--- src/rtl/sram_access_controller_pkg.sv ---
// Shared constants and state encoding for the MEM-stage SRAM access controller.
package sram_access_controller_pkg;
    localparam int          SRAM_DATA_LEN     = 16;
    localparam int          SRAM_ADDR_LEN_DEF = 18;
    localparam int          SRAM_WAIT_CYCLES  = 4;
    localparam logic [31:0] SRAM_BASE_ADDR    = 32'd1024;

    typedef enum logic [1:0] {
        SRAM_IDLE = 2'd0,
        SRAM_LOW  = 2'd1,
        SRAM_HIGH = 2'd2,
        SRAM_DONE = 2'd3
    } sram_state_e;
endpackage

--- src/rtl/sram_access_controller.sv ---
// Splits each 32-bit LDR/STR into two wait-stated half-word SRAM accesses and
// holds ready low until the word is complete.
module sram_access_controller
    import sram_access_controller_pkg::*;
#(
    parameter logic [31:0] BASE_ADDR     = SRAM_BASE_ADDR,
    parameter int          WAIT_CYCLES   = SRAM_WAIT_CYCLES,
    parameter int          SRAM_ADDR_LEN = SRAM_ADDR_LEN_DEF
) (
    input  logic                     clk,
    input  logic                     rst,
    input  logic                     mem_read,
    input  logic                     mem_write,
    input  logic [31:0]              address,
    input  logic [31:0]              write_data,
    output logic [31:0]              read_data,
    output logic                     ready,
    output logic [SRAM_ADDR_LEN-1:0] sram_addr,
    output logic [SRAM_DATA_LEN-1:0] sram_dq_out,
    input  logic [SRAM_DATA_LEN-1:0] sram_dq_in,
    output logic                     sram_dq_oe,
    output logic                     sram_we_n,
    output logic                     sram_oe_n
);
    localparam int            CW       = $clog2(WAIT_CYCLES);
    localparam logic [CW-1:0] CNT_LAST = CW'(WAIT_CYCLES - 1);

    sram_state_e              state_q, state_d;
    logic [CW-1:0]            cnt_q, cnt_d;
    logic                     is_wr_q, is_wr_d;
    logic [SRAM_ADDR_LEN-2:0] word_q, word_d;
    logic [31:0]              wdata_q, wdata_d;
    logic [31:0]              read_data_q, read_data_d;
    logic [SRAM_ADDR_LEN-1:0] sram_addr_q, sram_addr_d;
    logic [SRAM_DATA_LEN-1:0] sram_dq_out_q, sram_dq_out_d;
    logic                     sram_dq_oe_q, sram_dq_oe_d;
    logic                     sram_we_n_q, sram_we_n_d;
    logic                     sram_oe_n_q, sram_oe_n_d;

    logic        req;
    logic [31:0] phys;
    logic        active, hi;
    logic        unused_phys;

    assign req         = mem_read | mem_write;
    assign phys        = address - BASE_ADDR;
    assign unused_phys = ^{phys[31:SRAM_ADDR_LEN+1], phys[1:0]};

    always_comb begin
        state_d     = state_q;
        cnt_d       = cnt_q;
        is_wr_d     = is_wr_q;
        word_d      = word_q;
        wdata_d     = wdata_q;
        read_data_d = read_data_q;
        case (state_q)
            SRAM_IDLE: if (req) begin
                state_d = SRAM_LOW;
                cnt_d   = '0;
                is_wr_d = mem_write;
                word_d  = phys[SRAM_ADDR_LEN:2];
                wdata_d = write_data;
            end
            SRAM_LOW: if (cnt_q == CNT_LAST) begin
                if (!is_wr_q) read_data_d[15:0] = sram_dq_in;
                state_d = SRAM_HIGH;
                cnt_d   = '0;
            end else begin
                cnt_d = cnt_q + 1'b1;
            end
            SRAM_HIGH: if (cnt_q == CNT_LAST) begin
                if (!is_wr_q) read_data_d[31:16] = sram_dq_in;
                state_d = SRAM_DONE;
                cnt_d   = '0;
            end else begin
                cnt_d = cnt_q + 1'b1;
            end
            SRAM_DONE: state_d = SRAM_IDLE;
            default:   state_d = SRAM_IDLE;
        endcase

        // Pin values are derived from the next state so they are registered
        // and line up with the cycle the FSM enters each phase.
        active        = (state_d == SRAM_LOW) || (state_d == SRAM_HIGH);
        hi            = (state_d == SRAM_HIGH);
        sram_addr_d   = active ? {word_d, hi} : '0;
        sram_dq_out_d = (active && is_wr_d) ? (hi ? wdata_d[31:16] : wdata_d[15:0]) : '0;
        sram_dq_oe_d  = active && is_wr_d;
        sram_we_n_d   = !(active && is_wr_d && (cnt_d != '0));
        sram_oe_n_d   = !(active && !is_wr_d);
    end

    always_ff @(posedge clk or negedge rst) begin
        if (!rst) begin
            state_q       <= SRAM_IDLE;
            cnt_q         <= '0;
            is_wr_q       <= 1'b0;
            word_q        <= '0;
            wdata_q       <= '0;
            read_data_q   <= '0;
            sram_addr_q   <= '0;
            sram_dq_out_q <= '0;
            sram_dq_oe_q  <= 1'b0;
            sram_we_n_q   <= 1'b1;
            sram_oe_n_q   <= 1'b1;
        end else begin
            state_q       <= state_d;
            cnt_q         <= cnt_d;
            is_wr_q       <= is_wr_d;
            word_q        <= word_d;
            wdata_q       <= wdata_d;
            read_data_q   <= read_data_d;
            sram_addr_q   <= sram_addr_d;
            sram_dq_out_q <= sram_dq_out_d;
            sram_dq_oe_q  <= sram_dq_oe_d;
            sram_we_n_q   <= sram_we_n_d;
            sram_oe_n_q   <= sram_oe_n_d;
        end
    end

    assign ready       = (state_q == SRAM_DONE) || ((state_q == SRAM_IDLE) && !req);
    assign read_data   = read_data_q;
    assign sram_addr   = sram_addr_q;
    assign sram_dq_out = sram_dq_out_q;
    assign sram_dq_oe  = sram_dq_oe_q;
    assign sram_we_n   = sram_we_n_q;
    assign sram_oe_n   = sram_oe_n_q;
endmodule
--- config.mk ---
export PLATFORM = sky130hd
export DESIGN_NAME = sram_access_controller
export DESIGN_NICKNAME = d
export VERILOG_FILES = /design/src/rtl/sram_access_controller_pkg.sv /design/src/rtl/sram_access_controller.sv
export SDC_FILE = /design/constraint.sdc
export NUM_CORES = 1
export LEC_CHECK = 0
export CORE_ASPECT_RATIO = 0.75
export CORE_UTILIZATION = 25
export CTS_BUF_LIST = sky130_fd_sc_hd__clkbuf_16
export DETAILED_ROUTE_END_ITERATION = 12
export SETUP_SLACK_MARGIN = 0.3
export SLEW_MARGIN = 20
export SYNTH_ARGS = -nofsm -noshare
export SYNTH_HDL_FRONTEND = slang
export SYNTH_SLANG_ARGS = --single-unit
export TNS_END_PERCENT = 5
--- constraint.sdc ---
create_clock -name clk -period 2.4 [get_ports clk]
set_input_delay 0.6 -clock clk [delete_from_list [all_inputs] [get_ports clk]]
set_output_delay 0.6 -clock clk [all_outputs]
set_load 0.05 [all_outputs]
==> impl_results.md, run 1 <==
* Starting DRT DRC Count at 121
* Seq/Total Area, Yosys at 0.603
* Compound-Gate Fraction of Synth Area at 0.0400
* Setup Skew at 5.61 ps
* Final Total Pwr at 11.8 mW
* Clk Latency, worst-skew pair at 410 ps
* Synth Register Bits at 123
* Initial Util at 0.260
* Finish-stage setup viols at 0
* Area Growth Syn to Fin at 52.4%
* Pins over their slew limit at 0
* Number of remaining DRC errors at 0
* TNS Setup at 0 ps
* Core ar. at 19700 sq um
* Vias in the first global route at 4027
* Largest net degree at the start of global routing at 47
* DIE WIDTH at 167 um
* Final ANT Viol Nets at 0
* CTS Root Buffer Type: clkbuf_16
* # rows at 44
* Critical path startpoint category: flop
* First-pass GRT wire length at 20.6 mm
* Critical Path RT at 2690 ps
* Final HPWL DP at 8.46 mm
* Final Hold Fails at 0
* Share of layout cells above drive strength 1 at 0.247
* NumNets Final at 680
* # H-tree levels at 4
* Syn_area_per_cell at 12.5 sq um
* Ant diodes at 0
* YS warnings at 0
* Rel. slew slack at 0.612
* Via count at 3666
* Share of the clock period used by the worst path at 0.950
* Via/cell ratio at 4.30
* Status: finished, final reports clean
* Number of flops mapped to enable cells by yosys at 0
* Fin crit period at 2280 ps
* Predominant post-synthesis flop cell: dfrtp_1
* Fmax at 0.438 GHz
* WP data arrival at 2570 ps
* Design Area, Final at 7780 sq um
* Initial antenna violation count at 0
* Max Root-Sink Buffers at 2
* TritonCTS buffer count at 17
* Max FO, Critical Path at 9
* # port buffers at 138
* Die Ht at 126 um
* GR Overflow Total at 0
* Cells after Synth at 408
* WL final at 12.5 mm
* Setup crit end kind: flop
* Unrepaired setup endpoints after global routing: yes
* Post-Synth XOR/XNOR Area at 0.00343
* Worst-Margin Slew at 581 ps
* Peak supply drop at 0.661 mV
* Yosys cell types at 37
* DR WL/cell at 14.6 um
* Max cap viols at 0
* Final design utilization at 0.396
* Post-synthesis adder-cell area fraction at 0.0196
* DIE AREA at 21000 sq um
* Setup CP Type: flop to flop
* CTS tree: built
* Largest family of logic cells by synthesized area: multiplexers
* CTS clk-pin slew, worst paths at 50 ps
* Sink Count at 123
* Async SR Flop Fraction at 1.00
* Syn Std Cell Area at 5100 sq um
* I/O pin cnt at 154
* Overall Global Routing Usage at 0.127
* Hold Crit Class: primary input to async pin
* Post-Syn Nets at 500
* Drt pass-1 iters at 4
* Post-synthesis mux area share at 0.160
* Leak at 3.48 nW
* Synth Area in Simple Gates at 0.146
* Placed cell area at 6970 sq um
* Gpl congestion at 0.779
* Pwr per Cell Area at 1520 nW/um^2
* Post-CTS Hold Fix Bufs at 0
[cell usage in the layout, fill, tap and decap left out, drive strengths merged]
cell type / synthesis / layout
dlymetal6s2s: 0 / 2
a211oi: 7 / 7
nand2: 107 / 107
dfrtp: 121 / 121
ha: 8 / 8
bufinv: 0 / 2
and2: 24 / 24
nor2b: 2 / 2
buf: 18 / 45
nor4b: 1 / 1
clkinvlp: 0 / 1
o21ai: 3 / 3
o22a: 1 / 1
and4: 4 / 4
nor3b: 2 / 2
dlygate4sd2: 0 / 1
xnor2: 2 / 2
a21o: 4 / 4
dfstp: 2 / 2
or3: 1 / 1
clkdlybuf4s50: 0 / 132
or2: 1 / 1
o31a: 1 / 1
a21oi: 9 / 9
nor3: 6 / 6
inv: 7 / 10
o21a: 2 / 2
nand3: 1 / 1
o31ai: 1 / 1
nor2: 9 / 9
a21bo: 1 / 1
mux2: 40 / 40
clkbuf: 1 / 17
clkinv: 0 / 8
nor4: 6 / 6
mux4: 16 / 16
[synth_stat cells (all sizes together) (3+ instances only)]
| cell type | number | area, sq um |
|---|---|---|
| dfrtp | 121 | 3030 |
| nor4 | 6 | 37.5 |
| buf | 18 | 111 |
| a21oi | 9 | 48.8 |
| mux4 | 16 | 368 |
| nor3 | 6 | 30.0 |
| a211oi | 7 | 52.6 |
| inv | 7 | 26.3 |
| a21o | 4 | 30.0 |
| o21ai | 3 | 15.0 |
| ha | 8 | 100 |
| nor2 | 9 | 33.8 |
| and4 | 4 | 35.0 |
| mux2 | 40 | 450 |
| and2 | 24 | 150 |
| nand2 | 107 | 402 |
[flip-flops by register name (all words and copies together) (netlist names)]
| register | flops |
|---|---|
| read_data | 32 |
| wdata_q | 32 |
| sram_addr | 18 |
| word_q | 17 |
| sram_dq_out | 16 |
| cnt_q | 2 |
| state_q | 2 |
| is_wr_q | 1 |
| sram_dq_oe | 1 |
| sram_oe_n | 1 |
| sram_we_n | 1 |
[where the power goes]
group	switching, mW	internal, mW
combinational	3.40	2.71
sequential	0.363	2.99
clock	0.880	1.49
total	4.65	7.18
[through the flow]
stage                     cells  hold slack, ps  setup slack [ps]
after floorplan             408             304               225
after global placement      805             446              -237
after detailed placement    805             458              -272
after CTS                   844            98.4              38.3
after global routing        853             114              41.6
final                       853             105               119
[cell families after synthesis]
family                   after synthesis
adder cells (fa/ha/maj)                8
AND/OR/NAND/NOR                      164
buffers and inverters                 26
flip-flops                           123
multiplexers                          56
AO/OA/AOI/OAI                         29
XOR/XNOR                               2
[worst max-delay path: stages, from the launching register on]
cell	delay, ps
dfrtp_1	370
inv_2	70
ha_4	160
buf_4	130
buf_8	120
o22a_1	220
nor2_2	150
a21oi_4	60
ha_4	170
buf_4	130
buf_12	140
mux4_2	270
and2_1	180
[what timing repair did]
item                       CTS  global route
cloned                       1             0
setup endpoints to repair  103           101
setup buffers                7             9
hold endpoints to repair     0             0
pin swaps                    2             2
resized for setup            9            21
[final cells by class]
type | count | area [sq um]
tap | 253 | 317
sequential | 123 | 3080
multi-input combinational | 259 | 1990
clock inverter | 14 | 115
clock buffer | 17 | 425
timing repair buffer | 180 | 1830
fill | 1860 | 11900
inverter | 7 | 26.3
[per-layer routing]
metal	up-vias	GRT usage	wire length, um
li1	1747	-	-
met1	1821	0.153	5670
met2	86	0.211	5990
met3	12	0.0434	665
met4	0	0.0479	142
met5	-	0	0
[worst paths after layout]
kind,start,end,slack (ps),cells past startpoint
max,state_q[0],sram_dq_out[4],120,12
min,rst,wdata_q[14],110,1
max reg2reg,state_q[0],sram_dq_out[4],120,12
min reg2reg,wdata_q[24],wdata_q[24],470,2
max in group asynchronous,rst,sram_oe_n,1610,2
min in group clk,wdata_q[24],wdata_q[24],470,2
Note: power is estimated with default switching activity, not from simulation.
==> run 2, diff against run 1 <==
- CORE_MARGIN: unset -> 2
- SKIP_LAST_GASP: unset -> 1
==> impl_results.md, run 2 (synthesis gave the netlist of run 1 again) <==
* Status: finished, final reports clean
* Die Ht at 128 um (+1.6%)
* # port buffers at 138 (unchanged)
* Sink Count at 123 (unchanged)
* Placed cell area at 6940 sq um (-0.48%)
* Place WS at -276 ps (-3.29 ps)
* Critical Path RT at 1800 ps (-890 ps)
* Setup WS post-layout at 120 ps (+0.422 ps)
* Final ANT Viol Nets at 0 (unchanged)
* Worst-Margin Slew at 669 ps (+88.5 ps)
* Most common cell after layout, fill and taps aside: clkdlybuf4s50_1
* Finish-stage setup viols at 0 (unchanged)
* TNS Setup at 0 ps (unchanged)
* Drt pass-1 iters at 4 (unchanged)
* Critical path startpoint category: flop
* Worst reg-to-reg setup slack at 170 ps (+50 ps)
* Max cap viols at 0 (unchanged)
* Clk Latency, worst-skew pair at 410 ps (about the same)
* Vias in the first global route at 3798 (-5.7%)
* CTS Root Buffer Type: clkbuf_16
* Max FO, Critical Path at 3 (-6)
* Setup Skew at 5.91 ps (+0.301 ps)
* CTS tree: built
* Overall Global Routing Usage at 0.120 (-0.00764)
* Gpl congestion at 0.766 (-1.6%)
* Rel. slew slack at 0.554 (-0.0578)
* WL final at 12.4 mm (-0.38%)
* Switch share at 0.383 (-0.0101)
* Fin crit period at 2280 ps (-0.422 ps)
* DR WL/cell at 14.6 um (about the same)
* Flop pwr share at 0.277 (-0.006)
* Internal Power at 7.45 mW (+3.7%)
* R2R Path Start: state_q[0]
* CTS clk-pin slew, worst paths at 60 ps (about the same)
* P_sw at 4.62 mW (-0.59%)
* Pins over their slew limit at 0 (unchanged)
* Via count at 3617 (-1.3%)
* Final Hold Fails at 0 (unchanged)
* GR Overflow Total at 0 (unchanged)
* Via/cell ratio at 4.26 (-0.87%)
* WP data arrival at 1680 ps (-890 ps)
* Initial Util at 0.253 (-0.00648)
* Share of the clock period used by the worst path at 0.950 (about the same)
* Hold Crit Class: primary input to async pin
* Reg2Reg Capture Point: sram_dq_out[14]
* Final design utilization at 0.385 (-0.0107)
* Design Area, Final at 7760 sq um (-0.23%)
* Clock power frac at 0.241 (+0.041)
* CP Launch Point: state_q[0]
* TritonCTS buffer count at 17 (unchanged)
* Ant diodes at 0 (unchanged)
* Max Root-Sink Buffers at 2 (unchanged)
* DIE AREA at 21600 sq um (+2.8%)
* Core ar. at 20200 sq um (+2.6%)
* Leak at 3.44 nW (-1.1%)
* Worst Setup EP: ready
* Worst Reg-to-Reg Cells at 10 (-2)
* First-pass GRT wire length at 19.8 mm (-3.9%)
* DIE WIDTH at 169 um (+1.2%)
* Comb pwr share at 0.482 (-0.035)
* NumNets Final at 670 (-1.5%)
* Final HPWL DP at 8.39 mm (-0.80%)
* Area Growth Syn to Fin at 52.1%
* Setup crit end kind: output port
* Hold slack at 281 ps (+175 ps)
* Starting DRT DRC Count at 171 (+41%)
* I/O pin cnt at 154 (unchanged)
* # H-tree levels at 4 (unchanged)
* Initial antenna violation count at 0 (unchanged)
* # rows at 45 (+2.3%)
* Post-CTS Hold Fix Bufs at 0 (unchanged)
* Setup CP Type: flop to output port
* Fmax at 0.439 GHz (about the same)
* Most frequent cells in the layout: 132 x clkdlybuf4s50_1, 121 x dfrtp_1, 107 x nand2_1, 40 x mux2_2, 26 x buf_4
* Largest net degree at the start of global routing at 124 (+160%)
* Share of layout cells above drive strength 1 at 0.228 (-0.0182)
* Number of remaining DRC errors at 0 (unchanged)
* Pwr per Cell Area at 1550 nW/um^2 (+2.3%)
* Peak supply drop at 0.855 mV (+30%)
* Unrepaired setup endpoints after global routing: yes
## run 2: cell count changes in the layout (fill, tap and decap cells not counted), moves of 2 or more
| cell | previous run | this run |
|---|---|---|
| and2_1 | 20 | 24 |
| buf_4 | 32 | 26 |
| ha_1 | 4 | 6 |
| bufinv_16 | 2 | 6 |
| buf_12 | 8 | 5 |
| clkinv_2 | 5 | 1 |
| clkinv_1 | 3 | 1 |
| clkinv_4 | 0 | 3 |
| and2_4 | 4 | 0 |
| clkinvlp_4 | 1 | 3 |
| inv_1 | 8 | 5 |
## run 2: worst min path at each step
stage | from | end | slack (ps) | cells after the start
2_1_floorplan | rst | cnt_q[0] | 300 | 0
3_3_place_gp | word_q[11] | word_q[11] | 450 | 2
3_5_place_dp | word_q[11] | word_q[11] | 460 | 2
4_1_cts | rst | sram_dq_out[9] | 320 | 2
5_1_grt | rst | sram_dq_out[9] | 340 | 2
6_report | rst | sram_dq_out[9] | 280 | 2
## run 2: power by group through the flow
stage          sequential, mW  combinational, mW  clock, mW
3_3_place_gp             3.34               5.54          0
6_report                 3.34               5.82       2.91
5_1_grt                  3.44               6.26       3.09
3_5_place_dp             3.40               5.64          0
4_1_cts                  3.35               5.86       3.00
2_1_floorplan            4.76               2.35          0
## run 2: worst max-delay path, stage by stage (launching register included)
cell	delay, ps
dfrtp_1	370
inv_2	70
ha_4	170
nor3b_4	150
buf_6	110
or2_4	250
buf_12	150
## run 2: what timing repair did
action / 4_1_cts / 5_1_grt
pin swaps: 1 / 2
gates resized for setup: 10 / 6
hold endpoints to repair: 0 / 0
buffers inserted: 5 / 3
gates cloned: 1 / 0
setup endpoints to repair: 104 / 100
## run 2: layout make-up
type / instances / area (sq um)
Clock buffer: 17 / 425
Clock inverter: 15 / 246
Fill cell: 1906 / 12400
Inverter: 7 / 26.3
Multi-Input combinational cell: 259 / 1950
Sequential cell: 123 / 3080
Tap cell: 258 / 323
Timing Repair Buffer: 170 / 1710
## run 2: through the flow
| step | total power, mW | std cells |
|---|---|---|
| floorplan | 7.10 | 408 |
| global placement | 8.88 | 808 |
| detailed placement | 9.04 | 808 |
| CTS | 12.2 | 846 |
| global route | 12.8 | 849 |
| finish | 12.1 | 849 |
## run 2: metal layers
layer,GRT usage,part of all wire
met1,0.150,0.45
met2,0.194,0.49
met3,0.0417,0.051
met4,0.0392,0.0082
met5,0,0
